$ cat src/rtl/multdiv_unit.sv
// Multicycle signed 32-bit multiplier (radix-4 Booth) and divider (radix-2 non-restoring).
// Define MULTDIV_DIV_EN to build the divide datapath; without it a divide returns 0 with the exception flag set.
module multdiv_unit (
    input  logic        clock,
    input  logic        reset,
    input  logic [31:0] data_operandA,
    input  logic [31:0] data_operandB,
    input  logic        ctrl_MULT,
    input  logic        ctrl_DIV,
    output logic [31:0] data_result,
    output logic        data_exception,
    output logic        data_resultRDY,
    output logic        busy
);

    typedef enum logic [1:0] {
        S_IDLE,
        S_MULT,
        S_DIV,
        S_DONE
    } state_t;

    localparam logic [5:0] MULT_LAST = 6'd16;

    state_t      state_q, state_d;
    logic [5:0]  cnt_q, cnt_d;
    logic [31:0] mcand_q, mcand_d;
    logic [64:0] booth_q, booth_d;
    logic [31:0] res_q, res_d;
    logic        exc_q, exc_d;

    // Booth step: {product, multiplier, guard} with a 34-bit sign-extended add, then >>> 2
    logic [33:0] m1_ext, m2_ext, acc_ext, pp, booth_sum;
    logic [64:0] booth_next;
    logic        mult_ovf;

    always_comb begin
        m1_ext  = {{2{mcand_q[31]}}, mcand_q};
        m2_ext  = {mcand_q[31], mcand_q, 1'b0};
        acc_ext = {{2{booth_q[64]}}, booth_q[64:33]};
        case (booth_q[2:0])
            3'b001, 3'b010: pp = m1_ext;
            3'b011:         pp = m2_ext;
            3'b100:         pp = -m2_ext;
            3'b101, 3'b110: pp = -m1_ext;
            default:        pp = '0;
        endcase
        booth_sum  = acc_ext + pp;
        booth_next = {booth_sum, booth_q[32:2]};
        // product bits [63:31] sit at booth_q[64:32]; they must all match the sign
        mult_ovf   = !((&booth_q[64:32]) || !(|booth_q[64:32]));
    end

`ifdef MULTDIV_DIV_EN
    localparam logic [5:0] DIV_FIX  = 6'd32;
    localparam logic [5:0] DIV_LAST = 6'd33;

    logic [31:0] dvsr_q, dvsr_d;
    logic [31:0] quo_q, quo_d;
    logic [32:0] rem_q, rem_d;
    logic        neg_q, neg_d;
    logic        dz_q, dz_d;
    logic        ovf_q, ovf_d;

    logic [31:0] a_mag, b_mag;
    logic [32:0] dvsr_ext, rem_shl, rem_next;

    always_comb begin
        a_mag    = data_operandA[31] ? -data_operandA : data_operandA;
        b_mag    = data_operandB[31] ? -data_operandB : data_operandB;
        dvsr_ext = {1'b0, dvsr_q};
        rem_shl  = {rem_q[31:0], quo_q[31]};
        rem_next = rem_q[32] ? (rem_shl + dvsr_ext) : (rem_shl - dvsr_ext);
    end
`endif

    always_comb begin
        state_d = state_q;
        cnt_d   = cnt_q;
        mcand_d = mcand_q;
        booth_d = booth_q;
        res_d   = res_q;
        exc_d   = exc_q;
`ifdef MULTDIV_DIV_EN
        dvsr_d  = dvsr_q;
        quo_d   = quo_q;
        rem_d   = rem_q;
        neg_d   = neg_q;
        dz_d    = dz_q;
        ovf_d   = ovf_q;
`endif
        // A start in any state (including mid-operation) discards the current work
        if (ctrl_MULT) begin
            state_d = S_MULT;
            cnt_d   = '0;
            mcand_d = data_operandA;
            booth_d = {32'd0, data_operandB, 1'b0};
        end else if (ctrl_DIV) begin
            state_d = S_DIV;
            cnt_d   = '0;
`ifdef MULTDIV_DIV_EN
            dvsr_d  = b_mag;
            quo_d   = a_mag;
            rem_d   = '0;
            neg_d   = data_operandA[31] ^ data_operandB[31];
            dz_d    = (data_operandB == 32'd0);
            ovf_d   = (data_operandA == 32'h8000_0000) && (data_operandB == 32'hFFFF_FFFF);
`endif
        end else begin
            case (state_q)
                S_MULT: begin
                    if (cnt_q == MULT_LAST) begin
                        state_d = S_DONE;
                        res_d   = booth_q[32:1];
                        exc_d   = mult_ovf;
                    end else begin
                        booth_d = booth_next;
                        cnt_d   = cnt_q + 6'd1;
                    end
                end
                S_DIV: begin
`ifdef MULTDIV_DIV_EN
                    if (cnt_q == DIV_LAST) begin
                        state_d = S_DONE;
                        res_d   = dz_q ? 32'd0 : quo_q;
                        exc_d   = dz_q | ovf_q;
                    end else if (cnt_q == DIV_FIX) begin
                        if (rem_q[32]) begin
                            rem_d = rem_q + dvsr_ext;
                        end
                        quo_d = neg_q ? -quo_q : quo_q;
                        cnt_d = cnt_q + 6'd1;
                    end else begin
                        rem_d = rem_next;
                        quo_d = {quo_q[30:0], ~rem_next[32]};
                        cnt_d = cnt_q + 6'd1;
                    end
`else
                    state_d = S_DONE;
                    res_d   = 32'd0;
                    exc_d   = 1'b1;
`endif
                end
                S_DONE:  state_d = S_IDLE;
                default: state_d = S_IDLE;
            endcase
        end
    end

    always_ff @(posedge clock or posedge reset) begin
        if (reset) begin
            state_q <= S_IDLE;
            cnt_q   <= '0;
            mcand_q <= '0;
            booth_q <= '0;
            res_q   <= '0;
            exc_q   <= 1'b0;
        end else begin
            state_q <= state_d;
            cnt_q   <= cnt_d;
            mcand_q <= mcand_d;
            booth_q <= booth_d;
            res_q   <= res_d;
            exc_q   <= exc_d;
        end
    end

`ifdef MULTDIV_DIV_EN
    always_ff @(posedge clock or posedge reset) begin
        if (reset) begin
            dvsr_q <= '0;
            quo_q  <= '0;
            rem_q  <= '0;
            neg_q  <= 1'b0;
            dz_q   <= 1'b0;
            ovf_q  <= 1'b0;
        end else begin
            dvsr_q <= dvsr_d;
            quo_q  <= quo_d;
            rem_q  <= rem_d;
            neg_q  <= neg_d;
            dz_q   <= dz_d;
            ovf_q  <= ovf_d;
        end
    end

    assign busy = (state_q == S_MULT) || (state_q == S_DIV);
`else
    assign busy = (state_q == S_MULT);
`endif

    assign data_result    = res_q;
    assign data_exception = exc_q;
    assign data_resultRDY = (state_q == S_DONE);

endmodule

$ cat config.mk
export PLATFORM = sky130hd
export DESIGN_NAME = multdiv_unit
export DESIGN_NICKNAME = d
export VERILOG_FILES = /design/src/rtl/multdiv_unit.sv
export SDC_FILE = /design/constraint.sdc
export NUM_CORES = 1
export LEC_CHECK = 0
export ABC_CLOCK_PERIOD_IN_PS = 6950
export BUFFER_PORTS_ARGS = -buffer_cell sky130_fd_sc_hd__buf_4
export CAP_MARGIN = 20
export CORE_UTILIZATION = 50
export CTS_CLUSTER_DIAMETER = 30
export DETAILED_ROUTE_END_ITERATION = 10
export PLACE_DENSITY_LB_ADDON = 0.3
export SLEW_MARGIN = 20
export SYNTH_ARGS = -nofsm -noshare
export SYNTH_HDL_FRONTEND = slang
export SYNTH_SLANG_ARGS = --single-unit
$ cat constraint.sdc
create_clock -name clock -period 6.95 [get_ports clock]
set_input_delay 1.0425 -clock clock [delete_from_list [all_inputs] [get_ports clock]]
set_output_delay 1.0425 -clock clock [all_outputs]
set_load 0.005 [all_outputs]
==> summary.md <==
| Metric | Value |
|---|---|
| Grt ovf | `0` |
| Core ar. | `0.01864 mm²` |
| RD Place Congestion | `0.9363` |
| Post-CTS Resized | `0` |
| Largest net degree at the start of global routing | `87` |
| Clock skew | `around 0.011 ns` |
| Util after Layout | `58.64%` |
| Initial core utilization | `roughly half` |
| Met2 Use GR | `41.11%` |
| Die area | `0.01955 mm²` |
| Post-Route WL | `24770 µm` |
| GRT Util Overall | `26.08%` |
| Count of non-filler cells in the finished layout | `1435` |
| Measured slew at the worst slew-check pin | `1.028 ns` |
| Max incr delay on CP | `0.46 ns` |
| Worst-path cell with the longest stage delay | `or3_1` |
| Layout cells sized above 1 | `about 16%` |
| Hpwl dp | `16950 µm` |
| R2R depth | `19` |
| Syn Nets | `between 1000 and 1500` |
| ANT cells | `0` |
| Placed insts | `1403` |
| TritonCTS Buffers | `17` |
| Setup TNS | `0 ns` |
| Critical Path Stages | `19` |
| Root buf cell | `clkbuf_16` |
| Cells along the critical path | `inv_1 > ha_1 > or3b_1 > or3_1 > nor3_4 > nand2_4 > nand2_1 > xnor2_1 > a22oi_1 > o21ai_0 > ha_1 > and3_1 > and3_1 > nor4b_2 > nor3_1 > o31ai_1 > a221oi_1 > or4_1 > nand3_1` |
| Hold slack | `around 0.48 ns` |
| Maximum Capacitance Violations | `0` |
| Final-report hold violation count | `0` |
| Global Route met3 Usage | `4.611%` |
| Area leader, netlist | `dfrtp_1` |
| CTS Hold Buffers Added | `0` |
| Final setup violation count | `0` |
| Worst hold path depth | `2` |
| Critical path peak fanout | `9` |
| Slew HR | `between 30% and 40%` |
| Area of the multi-input gates | `~0.0057 mm²` |
| Post-synth cell types | `72` |
| Post-route setup slack | `between 1.5 and 2 ns` |
| Final period utilization | `76.49%` |
| TritonCTS clock tree | `done` |
| Synth Instances | `1129` |
| VDD IR-drop max | `151.3 µV` |
| Grt peak-use layer | `met2` |
| Area grow syn2layout | `15.08%` |
| DRC Markers | `0` |
| # clock sinks | `138` |
| Final nets | `between 1000 and 1500` |
| Longest Clk Path Bufs | `2` |
| Place WS | `1.808 ns` |
| Via-per-instance ratio | `6.031` |
| Clock latency on the worst-skew pair | `0.43 ns` |
| Crit. End Element | `flip-flop` |
| WS Path Type | `flip-flop to flip-flop` |
| Synth Area per Inst | `~8.4 µm²` |
| 1st-pass router iterations | `5` |
| Post-Syn Area | `0.009499 mm²` |
| Pwr Density | `258.3 mW/mm²` |
| Chip width | `~140 µm` |
| Fill count | `1683` |
| Post-DR wirelength/cell | `17.26 µm` |
| FFs w/ async S/R, synth | `100.0%` |
| RSZ-0062 raised after global routing | `no` |
| Synth Flop Type | `dfrtp_1` |
| Hold Path Class | `flip-flop to flip-flop` |
| Synth area leaders | `dfrtp_1 (36%), o21ai_0 (7.4%), nand2_1 (7.0%)` |
| First-pass GRT wire length | `40990 µm` |
| Fmax achieved | `between 0.15 and 0.2 GHz` |
| First DRT Iteration DRCs | `around 740` |
| CP delay by family, top | `simple AND/OR/NAND/NOR gates` |
| WP buf/inv | `1` |
| Vias in the first global route | `a little over 8000` |
| M1 GR Usage | `36.00%` |
| Crit start category | `flip-flop` |
| Input/output buffers | `102` |
| Outcome | `finished clean` |
| Final slew viol count | `0` |
| Antenna violations before repair | `0` |
| Die Y | `139.8 µm` |
| Yosys reg bits | `138` |
| Yosys top cell area share | `36.35%` |
| H-tree levels | `4` |
| Arrival @ worst endpoint | `approximately 5.7 ns` |
| CP required | `7.31 ns` |
| Number of core rows | `50` |
| # IOs | `between 100 and 150` |
| Setup Fix Bufs, Post-CTS | `0` |
| Total number of vias | `8654` |
| Clock Pin Slew Worst Setup and Hold Paths | `0.07 ns` |
| Register area share after synthesis | `36.35%` |
| Post-layout min period | `5.316 ns` |
| Detail Route Antenna Nets | `0` |
| Leakage | `4.960 nW` |
| Post-synth EDFFs | `0` |
| Sequential cell area | `0.003453 mm²` |
| Syn. warnings | `0` |
## per-layer routing
layer | routed length (µm) | vias up
met5 | 0 | -
met4 | 552 | 0
met3 | 1423 | 37
met2 | 11410 | 323
met1 | 11380 | 4113
li1 | - | 4181
## registers in the layout, indices dropped and copies added (netlist names)
name and count:
booth_q 65, cnt_q 6, data_exception 1, data_result 32
mcand_q 32, state_q 2
## cells by family (layout without fill, tap and decap cells)
group	after synthesis	after routing	synth area share, %
AO/OA/AOI/OAI	317	317	20.35
flip-flops	138	138	36.35
AND/OR/NAND/NOR	422	422	21.98
multiplexers	61	61	6.797
buffers and inverters	96	168	4.096
XOR/XNOR	55	55	5.071
adder cells (fa/ha/maj)	40	40	5.348
## report_power, final
group	switching [mW]	internal [mW]
clock	0.429	0.484
sequential	0.125	0.935
combinational	0.466	0.385
## tightest hold or removal path: cells and delay by family (launching register included)
family             cells  cell delay (ns)
DFF                    1             0.34
AOI/OAI and AO/OA      1             0.06
and+or+nand+nor        1             0.05
## worst paths after layout
check,startpoint,end,slack [ns]
max,mcand_q[1]$_DFFE_PP0P_,booth_q[63]$_DFFE_PP0P_,1.63
min,data_result[16]$_DFFE_PP0P_,data_result[16]$_DFFE_PP0P_,0.48
max reg2reg,mcand_q[1]$_DFFE_PP0P_,booth_q[63]$_DFFE_PP0P_,1.63
min reg2reg,data_result[16]$_DFFE_PP0P_,data_result[16]$_DFFE_PP0P_,0.48
max in group asynchronous,reset,booth_q[62]$_DFFE_PP0P_,4.86
min in group asynchronous,reset,mcand_q[6]$_DFFE_PP0P_,0.68
## final cells by class
cell class | count | share of cell area [%]
well taps | 234 | 2.678
clock buffers | 17 | 3.892
flip-flops and latches | 138 | 31.59
clock inverters | 15 | 1.568
inverters | 26 | 0.9385
multi-input cells | 895 | 51.78
repair buffers | 110 | 7.554
## cell usage after synthesis, drive strengths merged (7+ instances only)
library cell	count
xnor2	33
a22oi	25
mux2	28
a21oi	62
nand2b	40
mux2i	33
or3	16
nand3	15
o31ai	10
nor3	30
ha	39
a211oi	8
buf	14
o21ai	141
o211ai	9
nand3b	8
clkbuf	56
dfrtp	138
xor2	22
nor2	62
inv	26
a21o	13
or2	8
nand4	18
nor4	20
nand2	178
or4	7
## placed cells by master, fill, tap and decap left out, types with 6 or more instances in the layout
cell type	instances
ha_1	39
o21ai_0	140
mux2i_1	33
or3_1	15
nor2_1	62
a21o_1	13
nand4_1	18
nand3_1	15
o31ai_1	8
nand2b_1	40
nand3b_1	8
xor2_1	22
nor3_1	28
clkbuf_16	17
mux2_2	28
inv_1	25
nor4_1	18
a211oi_1	8
buf_4	110
nand2_1	176
dfrtp_1	138
a21oi_1	62
xnor2_1	33
a22oi_1	25
o211ai_1	9
or4_1	6
## per-stage QoR
step	power, mW	instance area [µm²]
finish	2.824	10930
global route	2.986	10930
CTS	2.834	10930
detailed placement	1.916	10330
global placement	1.898	10330
floorplan	1.602	9499
Note: power is estimated with default switching activity, not from simulation.
